$ cat config.mk
export PLATFORM = sky130hd
export DESIGN_NAME = uart_tx
export DESIGN_NICKNAME = d
export VERILOG_FILES = /design/src/rtl/uart_pkg.sv /design/src/rtl/uart_tx.sv
export SDC_FILE = /design/constraint.sdc
export NUM_CORES = 1
export LEC_CHECK = 0
export ABC_AREA = 1
export ABC_CLOCK_PERIOD_IN_PS = 1200
export CORE_MARGIN = 2
export CORE_UTILIZATION = 46
export DETAILED_ROUTE_END_ITERATION = 10
export HOLD_SLACK_MARGIN = 0.05
export PLACE_DENSITY = 0.7
export SLEW_MARGIN = 20
export SYNTH_ARGS = -nofsm -noshare
export SYNTH_HDL_FRONTEND = slang
export SYNTH_SLANG_ARGS = --single-unit
$ cat constraint.sdc
create_clock -name i_clk -period 1.2 [get_ports i_clk]
set_input_delay 0.24 -clock i_clk [delete_from_list [all_inputs] [get_ports i_clk]]
set_output_delay 0.24 -clock i_clk [all_outputs]
set_load 0.02 [all_outputs]
$ cat src/rtl/uart_pkg.sv
// Shared UART definitions: FSM state encodings, board baud defaults and
// small elaboration-time helpers used to size counters.
package uart_pkg;

    typedef logic [1:0] uart_state_t;

    localparam uart_state_t ST_IDLE  = 2'b00;
    localparam uart_state_t ST_START = 2'b01;
    localparam uart_state_t ST_DATA  = 2'b10;
    localparam uart_state_t ST_STOP  = 2'b11;

    localparam int CLK_FREQ       = 100_000_000;
    localparam int BAUD_RATE      = 19200;
    localparam int DEF_OVERSAMPLE = 16;
    localparam int BAUD_DIV       = CLK_FREQ / (BAUD_RATE * DEF_OVERSAMPLE);

    function automatic int max_int(input int a, input int b);
        return (a > b) ? a : b;
    endfunction

    // Never collapse to a zero-width counter for degenerate parameter values.
    function automatic int cnt_width(input int n);
        return (n > 1) ? $clog2(n) : 1;
    endfunction

endpackage

$ cat src/rtl/uart_tx.sv
// 8N1 UART transmitter paced by an external 16x baud tick; one word per
// accepted start strobe, LSB first, registered line output.
//
// state    | meaning
// ---------+---------------------------------------------------------
// ST_IDLE  | line high, waiting for i_tx_start
// ST_START | line low for OVERSAMPLE ticks
// ST_DATA  | line = shreg[0], one bit per OVERSAMPLE ticks
// ST_STOP  | line high for SB_TICK ticks, then one done cycle
module uart_tx
    import uart_pkg::*;
#(
    parameter int DATA_WIDTH = 8,
    parameter int SB_TICK    = 16,
    parameter int OVERSAMPLE = DEF_OVERSAMPLE
) (
    input  logic                  i_clk,
    input  logic                  i_reset,
    input  logic                  i_tick,
    input  logic                  i_tx_start,
    input  logic [DATA_WIDTH-1:0] i_data,
    output logic                  o_tx,
    output logic                  o_busy,
    output logic                  o_tx_done
);

    localparam int TW = cnt_width(max_int(OVERSAMPLE, SB_TICK));
    localparam int BW = cnt_width(DATA_WIDTH);

    localparam logic [TW-1:0] OS_LAST  = TW'(OVERSAMPLE - 1);
    localparam logic [TW-1:0] SB_LAST  = TW'(SB_TICK - 1);
    localparam logic [BW-1:0] BIT_LAST = BW'(DATA_WIDTH - 1);

    uart_state_t           state, state_next;
    logic [TW-1:0]         tick_cnt, tick_next;
    logic [BW-1:0]         bit_cnt, bit_next;
    logic [DATA_WIDTH-1:0] shreg, shreg_next;
    logic                  tx_r, tx_next;
    logic                  done_r, done_next;

    always_comb begin
        state_next = state;
        tick_next  = tick_cnt;
        bit_next   = bit_cnt;
        shreg_next = shreg;
        done_next  = 1'b0;
        case (state)
            ST_IDLE: begin
                if (i_tx_start) begin
                    state_next = ST_START;
                    tick_next  = '0;
                    shreg_next = i_data;
                end
            end
            ST_START: begin
                if (i_tick) begin
                    if (tick_cnt == OS_LAST) begin
                        state_next = ST_DATA;
                        tick_next  = '0;
                        bit_next   = '0;
                    end else begin
                        tick_next = tick_cnt + 1'b1;
                    end
                end
            end
            ST_DATA: begin
                if (i_tick) begin
                    if (tick_cnt == OS_LAST) begin
                        tick_next  = '0;
                        shreg_next = shreg >> 1;
                        if (bit_cnt == BIT_LAST) begin
                            state_next = ST_STOP;
                        end else begin
                            bit_next = bit_cnt + 1'b1;
                        end
                    end else begin
                        tick_next = tick_cnt + 1'b1;
                    end
                end
            end
            ST_STOP: begin
                // Stay in STOP through the done cycle so a strobe there is refused.
                if (done_r) begin
                    state_next = ST_IDLE;
                end else if (i_tick) begin
                    if (tick_cnt == SB_LAST) begin
                        done_next = 1'b1;
                        tick_next = '0;
                    end else begin
                        tick_next = tick_cnt + 1'b1;
                    end
                end
            end
            default: state_next = ST_IDLE;
        endcase

        case (state_next)
            ST_START: tx_next = 1'b0;
            ST_DATA:  tx_next = shreg_next[0];
            default:  tx_next = 1'b1;
        endcase
    end

    always_ff @(posedge i_clk) begin
        if (i_reset) begin
            state    <= ST_IDLE;
            tick_cnt <= '0;
            bit_cnt  <= '0;
            shreg    <= '0;
            tx_r     <= 1'b1;
            done_r   <= 1'b0;
        end else begin
            state    <= state_next;
            tick_cnt <= tick_next;
            bit_cnt  <= bit_next;
            shreg    <= shreg_next;
            tx_r     <= tx_next;
            done_r   <= done_next;
        end
    end

    assign o_tx      = tx_r;
    assign o_busy    = (state != ST_IDLE);
    assign o_tx_done = done_r;

endmodule

==> reports/results.txt, run 1 <==
Status: complete, but fails checks
Failing checks: setup timing
Syn Area/Cell: 7.01 sq um
Final instance area: 1570 sq um
Vias in the first global route: 1013
Via Count: 1065
Synth unique cells: 23
Largest net degree at the start of global routing: 12
CP endpoint kind: flip-flop
Final setup margin: -0.131 ns
Setup crit start: tick_cnt[1]$_SDFFE_PP0P_
Hold Slack: 0.475 ns
Top-Level Pins: 15
GRT Overall Usage: 22.7%
Reg2Reg Depth: 7
CTS max path bufs: 2
# H-tree levels: 1
CTS tree: done
Final core utilization: 79.8%
DP Wirelength: 1720 um
CP Buf/Inv Count: 1
Avg Vias per Cell: 5.25
First-pass GRT wire length: 4260 um
Synth warnings: 0
Footprint of the multi-input gates: 736 sq um
Root Buffer: clkbuf_4
Peak supply drop: 0.000822 V
CORE AREA: 1960 sq um
RD Place Congestion: 0.886
Cts bufs inserted: 3
PwrDens: 807 nW/um^2
Final WL: 2790 um
Register area share after synthesis: 39.6%
Die Span Y: 49.7 um
Row count: 16
Non-filler cells, final: 203
Drt first pass iters: 4
Yosys top cell area share: 39.6%
TNS Setup: -0.847 ns
Worst Path Required: 1.45 ns
Clk Latency, worst-skew pair: 0.31 ns
Crit-path leading delay family: simple AND/OR/NAND/NOR gates
Antenna Violating Nets Remaining: 0
Crit-path max cell delay: 0.37 ns
Worst Hold Class: flip-flop to flip-flop
Hold path depth: 2
CP arrival: 1.58 ns
F_max: 751 MHz
Worst r2r src: tick_cnt[1]$_SDFFE_PP0P_
Area after DPL: 1300 sq um
FF-to-FF setup slack: -0.13 ns
# setup viols final: 11
Maxcap violations: 0
Static leakage: 0.627 nW
RSZ-0062 raised after global routing: yes
Nets: 192
Most common cell after layout, fill and taps aside: nand2_1
WS Path Type: flip-flop to flip-flop
Tightest Pin Transition: 0.240 ns
Initial antenna violation count: 0
Critical path depth: 7
Slew Viols, Final: 0
Port Buffer Count: 14
Dpl cells: 193
Reg area: 388 sq um
Area Overhead vs Synth: 63.0%
Synthesized area: 961 sq um
CP max-delay cell: dfxtp_2
Crit-path max FO: 6
Yosys top cell by area: dfxtp_1
Number of remaining DRC errors: 0
Mapped Cells: 137
Clk sink count: 19
Top post-synthesis cells by area: dfxtp_1 40%, nand2_1 12%, a21oi_1 11%
Most frequent cells in the layout: 28 x nand2_1, 20 x buf_4, 15 x nor2_1
CP Launch Type: flip-flop
Initial Util: 49.0%
Cell chain of the critical path: ha_4 -> nand2_4 -> nor2_4 -> inv_2 -> nor2_4 -> a21oi_1 -> a21oi_1
Die width: 49.7 um
Seq cells post-synth: 19
Min Tclk post-route: 1.33 ns
Max transition margin: 84.0%
Worst r2r dst: shreg[4]$_SDFFE_PP0P_
Setup crit end: shreg[4]$_SDFFE_PP0P_
GR Overflow Total: 0
Syn Nets: 152
Layout cells sized above 1: 48.3%
Clk_skew: 0.0115 ns
# fillers: 144
WL/cell: 13.7 um
Die footprint: 2470 sq um
Reg clk slew, reported paths: 0.12 ns
Antenna Cells: 0
Tcrit/Tclk final: 111%
Initial DRC Count: 11
Final hold vios: 0
==> worst reg2reg max path: stages, from the launching register on <==
cell and delay (ns):
dfxtp_2 0.37, ha_4 0.15, nand2_4 0.07, nor2_4 0.13, inv_2 0.08, nor2_4 0.22, a21oi_1 0.12, a21oi_1 0.13
==> power by group <==
| part | internal, mW | switching, mW | leakage, nW |
|---|---|---|---|
| Clock | 0.124 | 0.212 | 0.0177 |
| Combinational | 0.127 | 0.130 | 0.451 |
| Sequential | 0.654 | 0.0154 | 0.158 |
| Total | 0.906 | 0.358 | 0.627 |
==> metal layers <==
metal | wire length, um | global-route usage, % | up-vias
met5 | 0 | 0 | -
met4 | 44 | 12.0 | 0
met3 | 82 | 4.24 | 4
met2 | 1430 | 37.3 | 25
met1 | 1220 | 27.8 | 507
li1 | - | - | 529
==> logic make-up after synthesis <==
family	Yosys count	share of synthesized area, %
simple gates	73	34.9
compound gates	28	15.2
flops	19	39.6
buf+inv	14	6.38
fa+ha+maj	3	3.91
==> flip-flops by register name, indices dropped and copies added, names as in the netlist <==
register	cells
shreg	8
tick_cnt	4
state	2
bit_cnt	3
o_tx_done	1
o_tx	1
==> timing repair <==
item,in CTS,in global routing
hold endpoints to repair,0,0
hold buffers,0,0
pin swaps,6,9
resized for setup,39,21
endpoints found under the setup margin,21,20
setup buffers,2,4
==> layout make-up <==
class / count / area share (%)
Sequential cell: 19 / 24.8
Tap cell: 27 / 2.16
Timing Repair Buffer: 38 / 21.4
Inverter: 11 / 2.96
Clock inverter: 1 / 0.319
Multi-Input combinational cell: 104 / 47.0
Clock buffer: 3 / 1.44
==> stage by stage <==
stage	setup slack [ns]	power (mW)
6_report	-0.131	1.26
5_1_grt	-0.231	1.32
4_1_cts	-0.142	1.24
3_5_place_dp	-0.354	0.884
3_3_place_gp	-0.347	0.881
2_1_floorplan	0.00234	0.785
==> synthesized netlist by cell type, drive strengths merged <==
master / n
o21ai: 6
nand2: 35
o21bai: 1
dfxtp: 19
clkbuf: 1
inv: 10
nor4: 1
a21oi: 21
ha: 3
or2: 1
nand4: 1
clkinv: 1
nand3: 13
buf: 2
nor2: 22
==> worst min path at each step <==
stage | slack [ns] | end | from
2_1_floorplan | 0.31 | shreg[1]$_SDFFE_PP0P_ | i_reset
3_3_place_gp | 0.45 | shreg[1]$_SDFFE_PP0P_ | shreg[1]$_SDFFE_PP0P_
3_5_place_dp | 0.45 | shreg[7]$_SDFFE_PP0P_ | shreg[7]$_SDFFE_PP0P_
4_1_cts | 0.48 | shreg[1]$_SDFFE_PP0P_ | shreg[1]$_SDFFE_PP0P_
5_1_grt | 0.50 | shreg[7]$_SDFFE_PP0P_ | i_data[7]
6_report | 0.48 | shreg[1]$_SDFFE_PP0P_ | shreg[1]$_SDFFE_PP0P_
Power figures use the tool's default switching activity.
==> run 2, diff against run 1 <==
--- a/config.mk
+++ b/config.mk
@@ -7,10 +7,12 @@
 export LEC_CHECK = 0
 export ABC_AREA = 1
 export ABC_CLOCK_PERIOD_IN_PS = 1200
+export CELL_PAD_IN_SITES_DETAIL_PLACEMENT = 0
+export CELL_PAD_IN_SITES_GLOBAL_PLACEMENT = 1
 export CORE_MARGIN = 2
-export CORE_UTILIZATION = 46
+export CORE_UTILIZATION = 33
 export DETAILED_ROUTE_END_ITERATION = 10
-export HOLD_SLACK_MARGIN = 0.05
+export HOLD_SLACK_MARGIN = 0.06
 export PLACE_DENSITY = 0.7
 export SLEW_MARGIN = 20
 export SYNTH_ARGS = -nofsm -noshare
==> run 2 against run 1 <==
The run still ends with setup timing left; total power fell by 0.41%; cell count rose by 2.0%; register-to-register slack improved by 0.03 ns; critical path depth did not move; first-iteration DRC count rose by 64%; global-route usage fell by 6.9 points; sequential power barely moved; sequential cell count did not move; clock skew fell by 0.0087 ns; worst hold slack improved by 0.0039 ns; clock-buffer cell count rose by 1; die area rose by 36%.
==> reports/results.txt, run 2 (synthesis results as in run 1) <==
Clk Latency, worst-skew pair: 0.30 ns
Number of remaining DRC errors: 0
Initial antenna violation count: 0
Switch Pwr: 0.351 mW
Final core utilization: 56.2%
Layout cells sized above 1: 46.6%
PwrDens: 812 nW/um^2
Final instance area: 1550 sq um
Peak supply drop: 0.000695 V
DP Wirelength: 1740 um
Static leakage: 0.615 nW
CP endpoint kind: flip-flop
Final setup margin: -0.0967 ns
Crit-path max FO: 6
Antenna Violating Nets Remaining: 0
RSZ-0062 raised after global routing: yes
First-pass GRT wire length: 4080 um
Antenna Cells: 0
CTS max path bufs: 2
Via Count: 992
Failing checks: setup timing
Gate power share: 20.0%
Most flop-heavy register: shreg
Final hold vios: 0
Slew Viols, Final: 0
Initial Util: 34.8%
Reg2Reg Depth: 7
Hold Slack: 0.479 ns
Top flop regs: shreg x8, tick_cnt x4, bit_cnt x3
GRT Overall Usage: 15.8%
Largest net degree at the start of global routing: 11
Most common cell after layout, fill and taps aside: nand2_1
Sw frac: 27.9%
Clk_skew: 0.00272 ns
Tot Pwr: 1.26 mW
Place WS: -0.385 ns
TNS Setup: -0.593 ns
Most frequent cells in the layout: 27 x nand2_1, 23 x buf_4, 16 x nor2_1
GR Overflow Total: 0
Status: complete, but fails checks
Max transition margin: 86.0%
Hold path depth: 2
Drt first pass iters: 3
Die width: 58.0 um
HP Start: shreg[5]$_SDFFE_PP0P_
Reg clk slew, reported paths: 0.11 ns
# H-tree levels: 1
Tightest Pin Transition: 0.210 ns
Top-Level Pins: 15
Sequential Power Share: 53.0%
Root Buffer: clkbuf_4
Clock share of power: 27.0%
Vias in the first global route: 959
Dpl cells: 198
Die Span Y: 58.0 um
Int Pwr: 0.908 mW
Nets: 192
Row count: 19
CP arrival: 1.54 ns
Worst r2r src: tick_cnt[1]$_SDFFE_PP0P_
Min Tclk post-route: 1.30 ns
Max reg flops: 8
# setup viols final: 11
Non-filler cells, final: 207
Initial DRC Count: 18
Die footprint: 3360 sq um
WL/cell: 11.9 um
Final WL: 2460 um
WS Path Type: flip-flop to flip-flop
CP Launch Type: flip-flop
F_max: 771 MHz
FF-to-FF setup slack: -0.1 ns
Tcrit/Tclk final: 108%
Avg Vias per Cell: 4.79
Area after DPL: 1300 sq um
# fillers: 257
CORE AREA: 2760 sq um
WHS Endpoint: shreg[5]$_SDFFE_PP0P_
Cts bufs inserted: 3
Maxcap violations: 0
Worst r2r dst: shreg[2]$_SDFFE_PP0P_
Worst Hold Class: flip-flop to flip-flop
CTS Hold Buffers Added: 0
Worst Path Required: 1.44 ns
Port Buffer Count: 14
Clk sink count: 19
CTS tree: done
RD Place Congestion: 0.815
Area Overhead vs Synth: 61.2%
[run 2: critical path: stages (launching register included)]
cell and delay, ns:
dfxtp_2 0.37, ha_4 0.15, nand2_4 0.07, nor2_4 0.14, inv_2 0.07, nor2_4 0.21, a21oi_1 0.10, a21oi_1 0.12
[run 2: layout make-up]
type | instances | area (sq um) | share of cell area, %
multi-input cells | 104 | 718 | 46.4
flip-flops and latches | 19 | 392 | 25.3
repair buffers | 38 | 330 | 21.3
inverters | 11 | 43.8 | 2.83
well taps | 31 | 38.8 | 2.50
clock buffers | 4 | 26.3 | 1.70
[run 2: repair_timing]
item                                    CTS  global route
buffers inserted                          2             3
endpoints found under the setup margin   21            21
resized for setup                        32            23
pin swaps                                 5             9
[run 2: worst max-delay path by stage]
stage	startpoint	to	slack, ns
floorplan	tick_cnt[0]$_SDFFE_PP0P_	o_tx$_SDFF_PP1_	0.002
global placement	i_tick	o_tx$_SDFF_PP1_	-0.36
detailed placement	i_tick	tick_cnt[3]$_SDFFE_PP0P_	-0.39
CTS	tick_cnt[1]$_SDFFE_PP0P_	shreg[2]$_SDFFE_PP0P_	-0.12
global route	tick_cnt[1]$_SDFFE_PP0P_	shreg[4]$_SDFFE_PP0P_	-0.22
finish	tick_cnt[1]$_SDFFE_PP0P_	shreg[2]$_SDFFE_PP0P_	-0.1
[run 2: power groups by stage]
stage	logic [mW]	registers [mW]	clock network (mW)
6_report	0.252	0.667	0.339
5_1_grt	0.274	0.670	0.370
4_1_cts	0.220	0.667	0.350
3_5_place_dp	0.200	0.680	0
3_3_place_gp	0.200	0.680	0
2_1_floorplan	0.103	0.683	0
[run 2: layer usage]
metal / track usage [%] / wire length, um / share of wire (%)
met5: 0 / 0 / 0
met4: 5.98 / 29 / 1.2
met3: 2.01 / 58 / 2.4
met2: 26.0 / 1200 / 49
met1: 21.0 / 1170 / 48
==> run 3, diff against run 2 <==
--- a/config.mk
+++ b/config.mk
@@ -10,10 +10,11 @@
 export CELL_PAD_IN_SITES_DETAIL_PLACEMENT = 0
 export CELL_PAD_IN_SITES_GLOBAL_PLACEMENT = 1
 export CORE_MARGIN = 2
-export CORE_UTILIZATION = 33
+export CORE_UTILIZATION = 38
 export DETAILED_ROUTE_END_ITERATION = 10
+export DONT_BUFFER_PORTS = 1
 export HOLD_SLACK_MARGIN = 0.06
-export PLACE_DENSITY = 0.7
+export PLACE_DENSITY = 0.68
 export SLEW_MARGIN = 20
 export SYNTH_ARGS = -nofsm -noshare
 export SYNTH_HDL_FRONTEND = slang
==> run 3 against run 2 <==
The run ends with hold timing, setup timing left; first-iteration DRC count fell by 33%; clock-buffer cell count unchanged; die area decreased by 12%; via count shrank 3.9%; utilization decreased by 0.10 points; critical path type is now flip-flop to output port.
==> reports/results.txt, run 3 (synthesis results as in run 1) <==
Nets: 175
Top flop regs: shreg x8, tick_cnt x4, bit_cnt x3
PwrDens: 846 nW/um^2
Area after DPL: 1130 sq um
Tightest Pin Transition: 0.219 ns
RSZ-0062 raised after global routing: yes
Cts bufs inserted: 3
CP arrival: 1.07 ns
Final WL: 2420 um
CP Launch Type: flip-flop
Worst r2r src: tick_cnt[0]$_SDFFE_PP0P_
Top Usage Layer GRT: met2
Final instance area: 1360 sq um
Routing usage on met1: 21.6%
CTS tree: done
Max transition margin: 85.4%
Dpl cells: 180
Avg Vias per Cell: 5.04
RD Place Congestion: 0.810
Reg area: 390 sq um
Max reg flops: 8
Slew Viols, Final: 0
Final core utilization: 56.1%
Most flop-heavy register: shreg
Antenna Cells: 0
Worst r2r dst: o_tx$_SDFF_PP1_
Final hold vios: 3
WHS Endpoint: bit_cnt[2]$_SDFFE_PP0P_
Final setup margin: -0.109 ns
Die width: 54.3 um
Crit-path max FO: 5
Worst Path Required: 0.96 ns
CTS max path bufs: 2
# setup viols final: 14
FF-to-FF setup slack: -0.10 ns
Hold Slack: -0.00398 ns
Reg2Reg Depth: 8
Grt met3 use: 2.46%
WL/cell: 12.8 um
Min Tclk post-route: 1.31 ns
Number of remaining DRC errors: 0
Vias in the first global route: 908
GR Overflow Total: 0
# H-tree levels: 1
Non-filler cells, final: 189
Static leakage: 0.538 nW
Worst Hold Class: primary input to flip-flop
F_max: 764 MHz
CORE AREA: 2430 sq um
Most common cell after layout, fill and taps aside: nand2_1
Layout cells sized above 1: 45.3%
Initial DRC Count: 12
Peak supply drop: 0.000653 V
Antenna Violating Nets Remaining: 0
Failing checks: hold timing, setup timing
Status: complete, but fails checks
Clk sink count: 19
Die Span Y: 54.3 um
Area Overhead vs Synth: 41.9%
# fillers: 232
Top-Level Pins: 15
Tcrit/Tclk final: 109%
Hold path depth: 1
WS Path Type: flip-flop to output port
Global-route track usage on met2: 33.3%
Clk_skew: 0.00375 ns
Initial antenna violation count: 0
Drt first pass iters: 4
Row count: 18
Root Buffer: clkbuf_4
Via Count: 953
CP endpoint kind: output port
Most frequent cells in the layout: 29 x nand2_1, 20 x buf_4, 17 x nor2_1
Die footprint: 2950 sq um
Maxcap violations: 0
GRT Overall Usage: 18.2%
Reg clk slew, reported paths: 0.10 ns
Tot Pwr: 1.15 mW
HP Start: i_reset
Clk Latency, worst-skew pair: 0.29 ns
Port Buffer Count: 0
Initial Util: 39.5%
First-pass GRT wire length: 3820 um
DP Wirelength: 1670 um
Footprint of the multi-input gates: 699 sq um
Largest net degree at the start of global routing: 15
[run 3: critical path, stage by stage (launching register included)]
cell	delay (ns)
dfxtp_2	0.43
inv_2	0.07
nand2_4	0.11
buf_4	0.16
[run 3: cell type report]
class                      count  share of cell area [%]
multi-input combinational    104                    51.3
clock buffer                   4                    1.93
timing repair buffer          21                    11.8
tap                           30                    2.75
sequential                    19                    28.6
inverter                      11                    3.58
[run 3: report_power, final]
group          internal [mW]  switching [mW]
clock network          0.129           0.186
registers              0.652          0.0216
logic                 0.0719          0.0942
[run 3: what timing repair did]
item                                    4_1_cts  5_1_grt
buffers inserted                              3        2
endpoints found under the hold margin        13       13
pin swaps                                     9       10
gates resized for setup                      19       19
endpoints found under the setup margin       17       19
[run 3: per-layer routing]
layer  vias up  part of all wire, %
met3         2                  2.9
li1        494                    -
met2        14                   51
met5         -                    0
met4         0                 0.62
met1       443                   46
[run 3: per-stage QoR]
step	setup TNS, ns	hold WS [ns]	worst slack [ns]
floorplan	0	0.309	0.00234
global placement	-0.755	0.311	-0.123
detailed placement	-1.56	0.315	-0.147
CTS	-1.11	-0.0176	-0.111
global route	-2.19	-0.0244	-0.174
finish	-0.991	-0.00398	-0.109
[run 3: worst max-delay path by stage]
stage,start,end,slack [ns],cells after the start
after detailed placement,tick_cnt[0]$_SDFFE_PP0P_,shreg[2]$_SDFFE_PP0P_,-0.15,7
after global placement,tick_cnt[0]$_SDFFE_PP0P_,o_tx$_SDFF_PP1_,-0.12,8
after CTS,tick_cnt[1]$_SDFFE_PP0P_,shreg[2]$_SDFFE_PP0P_,-0.11,7
after global routing,tick_cnt[1]$_SDFFE_PP0P_,shreg[1]$_SDFFE_PP0P_,-0.17,7
final,state[0]$_SDFF_PP0_,o_busy,-0.11,3
after floorplan,tick_cnt[0]$_SDFFE_PP0P_,o_tx$_SDFF_PP1_,0.002,8
==> edit 1 (config.mk and constraints of run 2) <==
Add an input register stage for `i_tick`, `i_tx_start` and `i_data`, without a reset; this delays them by one clock.
--- a/src/rtl/uart_tx.sv
+++ b/src/rtl/uart_tx.sv
@@ -33,2 +33,12 @@
 
+    logic i_tick_q;
+    logic i_tx_start_q;
+    logic [DATA_WIDTH-1:0] i_data_q;
+
+    always_ff @(posedge i_clk) begin
+        i_tick_q     <= i_tick;
+        i_tx_start_q <= i_tx_start;
+        i_data_q     <= i_data;
+    end
+
     uart_state_t           state, state_next;
@@ -48,6 +58,6 @@
             ST_IDLE: begin
-                if (i_tx_start) begin
+                if (i_tx_start_q) begin
                     state_next = ST_START;
                     tick_next  = '0;
-                    shreg_next = i_data;
+                    shreg_next = i_data_q;
                 end
@@ -55,3 +65,3 @@
             ST_START: begin
-                if (i_tick) begin
+                if (i_tick_q) begin
                     if (tick_cnt == OS_LAST) begin
@@ -66,3 +76,3 @@
             ST_DATA: begin
-                if (i_tick) begin
+                if (i_tick_q) begin
                     if (tick_cnt == OS_LAST) begin
@@ -84,3 +94,3 @@
                     state_next = ST_IDLE;
-                end else if (i_tick) begin
+                end else if (i_tick_q) begin
                     if (tick_cnt == SB_LAST) begin
Behaviour: not the same (Yosys sat finds a counterexample within 4 cycles, from zero or initial values and one cycle with i_reset high).
==> edit 1 against run 2 <==
The flow still finishes with violations (negative setup slack). Worst setup slack improved by 0.023 ns. Wire length increased by 14%. Total power increased by 45%. Combinational power increased by 14%. Final area increased by 19%. Sequential share of layout area increased by 6.4 points. Area after synthesis increased by 21%. Sequential cell count increased by 10. Clock skew increased by 0.0049 ns. Critical endpoint is now o_tx_done.
==> edit 1: results (changes against run 2) <==
* Placed cells at 231 (+17%)
* Final setup skew at 0.00765 ns (+0.00493 ns)
* DP Area at 1540 um2 (+19%)
* Largest regs: i_data_q: 8 flops, shreg: 8 flops, tick_cnt: 4 flops
* Synth Net Count at 166 (+9.2%)
* Layout Nets at 219 (+14%)
* WL per Instance at 11.3 um (-5.0%)
* Synth cell count leaders: nand2_1 (36), dfxtp_1 (29), a21oi_1 (22)
* # setup viols final at 15 (+4)
* Met2 Routed Length at 1.26 mm (+5.2%)
* Lkg Pwr at 0.770 nW (+25%)
* Fin cells at 249 (+20%)
* Synth top area cells: dfxtp_1 (50%), nand2_1 (12%), a21oi_1 (9.5%), nor2_1 (5.5%), nand3_1 (5.2%)
* Slowest cell on crit path: dfxtp_2
* Clock transition at path regs at 0.08 ns (-0.03 ns)
* Worst path max stage delay at 0.36 ns
* Dpl hpwl at 1.88 mm (+8.4%)
* Met3 wire length at 119 um (+110%)
* Post-synthesis cell count at 151 (+10%)
* Drt pass-1 iters at 4 (+1)
* Number of global-route vias before repair at 1032 (+7.6%)
* Fillers at 338 (+32%)
* Cell class contributing the biggest share of worst-path delay: flip-flops
* Clk_lat worst skew at 0.32 ns (+0.02 ns)
* Clock Tree Buf Depth at 2 (unchanged)
* Commonest register cell after synthesis: dfxtp_1
* Largest fanout on the critical path at 4 (-2)
* Setup WS post-layout at -0.0742 ns (+0.0225 ns)
* Yosys cell types at 19 (-17%)
* Number of H-tree levels at 2 (+1)
* Detailed-route via count at 1147 (+16%)
* GRT Overall Usage at 15.0% (-0.74 points)
* IO Port Bufs at 14 (unchanged)
* Arr. time, crit path at 1.51 ns (-0.03 ns)
* Largest net degree at the start of global routing at 12 (+1)
* Post-synthesis sequential area ratio at 50.0% (+10 points)
* Status: complete, but fails checks
* DP Worst Slack at -0.163 ns (+0.223 ns)
* Initial DRC Count at 18 (unchanged)
* Area of the multi-input gates at 704 um2 (-1.9%)
* CTS Buf Count at 5 (+2)
* Slew headroom at 87.0% (+0.99 points)
* Hold Crit Class: input port to register
* Top sig layer: met4
* Failing checks: negative setup slack
* Met1 wire length at 1.38 mm (+17%)
* Worst vdd ir at 0.595 mV (-14%)
* GP Congestion at 0.776 (-4.8%)
* First-pass GRT wire length at 4.71 mm (+15%)
* Layout cell share with drive strength beyond 1 at 46.3% (-0.29 points)
## edit 1: cell types whose count changed after synthesis, sizes merged
cell    change
a21oi       +2
nand3       -1
dfxtp      +10
inv         +3
nor2        -1
buf         -1
o21bai      -1
nand4       -1
clkinv      -1
nand2       +5
## edit 1: layer usage
layer / vias up / global-route usage, %
met5: - / 0
met4: 0 / 6.52
met3: 6 / 4.29
met2: 22 / 23.3
met1: 525 / 19.4
li1: 594 / -
## edit 1: final cells by class
| class | instances | area share (%) |
|---|---|---|
| multi-input cells | 108 | 38.2 |
| flip-flops and latches | 29 | 31.7 |
| repair buffers | 47 | 21.8 |
| well taps | 46 | 3.12 |
| inverters | 13 | 2.92 |
| clock buffers | 5 | 2.03 |
| clock inverters | 1 | 0.271 |
## edit 1: metrics by stage
step                TNS [ns]  power [mW]
floorplan                  0        1.16
global placement       -1.32        1.27
detailed placement     -1.77        1.27
CTS                   -0.248        1.81
global route           -1.87        1.93
finish                -0.478        1.83
## edit 1: repair_timing
action | 4_1_cts | 5_1_grt
setup buffers | 3 | 8
pin swaps | 7 | 16
resized for setup | 34 | 30
endpoints found under the setup margin | 20 | 20
cloned | 1 | 0
## edit 1: cell families after synthesis
group                    after synthesis  share of synthesized area, %
AND/OR/NAND/NOR                       75                          29.0
buffers and inverters                 15                          4.96
adder cells (fa/ha/maj)                3                          3.23
AO/OA/AOI/OAI                         29                          12.8
flip-flops                            29                          50.0
## edit 1: path summary, 6_finish.rpt
check                     end  slack, ns         from  cells after the start
setup / recovery    o_tx_done      -0.07  tick_cnt[1]                      7
hold / removal    i_data_q[4]       0.36    i_data[4]                      1
setup reg to reg    o_tx_done      -0.07  tick_cnt[1]                      7
hold reg to reg      shreg[6]       0.47     shreg[6]                      2
## edit 1: power by group
group	internal, mW	leakage (nW)	switching (mW)	total [mW]
clock network	0.203	0.0269	0.305	0.508
registers	1.01	0.241	0.0229	1.03
logic	0.147	0.502	0.141	0.288
total	1.36	0.770	0.469	1.83
==> edit 2 (settings of run 2) <==
Made on the original files. Set the parameter `SB_TICK` to 32 (it was 16).
--- a/src/rtl/uart_tx.sv
+++ b/src/rtl/uart_tx.sv
@@ -13,3 +13,3 @@
     parameter int DATA_WIDTH = 8,
-    parameter int SB_TICK    = 16,
+    parameter int SB_TICK    = 32,
     parameter int OVERSAMPLE = DEF_OVERSAMPLE
Formal check against the unedited RTL: same outputs for any inputs over 10 cycles, from zero or initial values and one cycle with i_reset high; that may be too few to reach the edited logic, so the function may still have changed.
==> edit 2 against run 2 <==
The run still ends with negative setup slack left. Clock power grew 110%. First-iteration DRC count increased by 78%. Largest power group unchanged. Area after synthesis is 26% higher. Via count rose by 24%. Total power up 52%. Global-route usage fell by 1.1 points. Die area increased by 24%. Critical path depth grew 4. Worst setup slack lost 0.29 ns. Non-clock buffer count increased by 11. Worst hold slack got worse by 0.027 ns. Sequential cell count increased by 1. Final area increased by 24%. Wire length up 24%.
==> edit 2: results (changes against run 2) <==
* Status: complete, but fails checks
* Failing checks: negative setup slack
* Detailed-route via count at 1228 (+24%)
* Slew headroom at 82.8% (-3.2 points)
* IO Port Bufs at 14 (unchanged)
* Met1 Use GR at 18.1% (-3.0 points)
* Ys Warns at 0 (unchanged)
* Antenna violations before repair at 0 (unchanged)
* Largest fanout on the critical path at 5 (-1)
* Synth top area cells: dfxtp_1 (33%), nand2_1 (14%), ha_1 (12%), inv_1 (8.4%), o21ai_0 (4.9%)
* GP Congestion at 0.733 (-10%)
* Seq group at 0.736 mW (+10%)
* Asr flop ratio synth at 0% (unchanged)
* Resize count post-CTS at 27 (-16%)
* Synth Net Count at 198 (+30%)
* First-pass GRT wire length at 4.77 mm (+17%)
* Setup bufs post-CTS at 2 (unchanged)
* # setup viols final at 21 (+10)
* Final wirelength at 3.05 mm (+24%)
* Setup WS post-layout at -0.391 ns (-0.294 ns)
* Met3 usage at 2.08% (+0.074 points)
* Dpl hpwl at 2.14 mm (+23%)
* Via-to-Cell Ratio at 4.50 (-6.1%)
* Synth cell count leaders: nand2_1 (45), inv_1 (27), dfxtp_1 (20)
* Commonest register cell after synthesis: dfxtp_1
* GRT Overall Usage at 14.7% (-1.1 points)
* Clock transition at path regs at 0.08 ns (-0.03 ns)
* Fillers at 345 (+34%)
* Post-synthesis cell count at 174 (+27%)
* GR met2 Demand/Resource at 26.3% (+0.33 points)
* Hold_buf cts at 0 (unchanged)
* Layout Nets at 250 (+30%)
* Worst vdd ir at 0.493 mV (-29%)
* Diodes inserted at 0 (unchanged)
* CTS Buf Count at 3 (unchanged)
* Largest net degree at the start of global routing at 15 (+4)
* Initial DRC Count at 32 (+14)
* Lkg Pwr at 0.853 nW (+39%)
* Clock Tree Buf Depth at 2 (unchanged)
* Layout cell share with drive strength beyond 1 at 37.3% (-9.3 points)
* Placed cells at 264 (+33%)
* Number of H-tree levels at 1 (unchanged)
* Yosys cell types at 24 (+4.3%)
* DP Worst Slack at -0.480 ns (-0.0947 ns)
* Hold Crit Class: register to register
* Clk_lat worst skew at 0.26 ns (-0.04 ns)
* Root buffer cell: clkbuf_8
* Drt pass-1 iters at 2 (-1)
* Switching Power at 0.526 mW (+50%)
* Post-synthesis sequential area ratio at 33.0% (-6.6 points)
* Largest regs: shreg: 8 flops, tick_cnt: 5 flops, bit_cnt: 3 flops
* Final setup skew at 0.00138 ns (-0.00134 ns)
* Number of global-route vias before repair at 1100 (+15%)
* Combinational share of power at 24.8% (+4.8 points)
==> edit 2: layout make-up <==
cell class,count,share of cell area [%]
clock buffers,3,2.15
multi-input cells,124,44.6
clock inverters,1,1.57
repair buffers,49,22.0
well taps,48,3.13
flip-flops and latches,20,21.1
inverters,28,5.48
==> edit 2: final timing paths <==
kind | cells after the start | startpoint | to | slack [ns]
min reg2reg | 2 | shreg[6] | shreg[6] | 0.45
max | 11 | tick_cnt[1] | o_tx | -0.39
max reg2reg | 11 | tick_cnt[1] | o_tx | -0.39
min | 2 | shreg[6] | shreg[6] | 0.45
==> edit 2: metrics by stage <==
stage	setup TNS, ns	util, %	power (mW)	cell area (um2)
detailed placement	-7.98	46.6	1.15	1680
global route	-8.78	53.2	2.02	1920
finish	-6.34	53.2	1.91	1920
floorplan	-4.92	-	0.978	1260
CTS	-6.62	50.3	1.87	1810
global placement	-7.52	46.6	1.14	1680
==> edit 2: logic make-up after synthesis <==
family / Yosys count / synth area share (%)
AO/OA/AOI/OAI: 33 / 14.5
XOR/XNOR: 1 / 0.722
adder cells (fa/ha/maj): 12 / 12.4
buffers and inverters: 31 / 10.9
flip-flops: 20 / 33.0
AND/OR/NAND/NOR: 77 / 28.5
==> edit 2: routing by layer <==
| metal | up-vias | part of all wire, % |
|---|---|---|
| met1 | 559 | 46 |
| met3 | 4 | 2.0 |
| met4 | 0 | 0.95 |
| met5 | - | 0 |
| li1 | 656 | - |
| met2 | 9 | 51 |
==> edit 2: worst max-delay path, stage by stage, from the launching register on <==
cell     delay (ns)
dfxtp_2        0.36
ha_4           0.13
inv_2          0.04
nor3_4         0.14
ha_2           0.23
nand2_4        0.09
nand2_1        0.08
nand3_1        0.07
nand2_1        0.10
nand2_2        0.08
o21ai_1        0.12
nand2_1        0.06
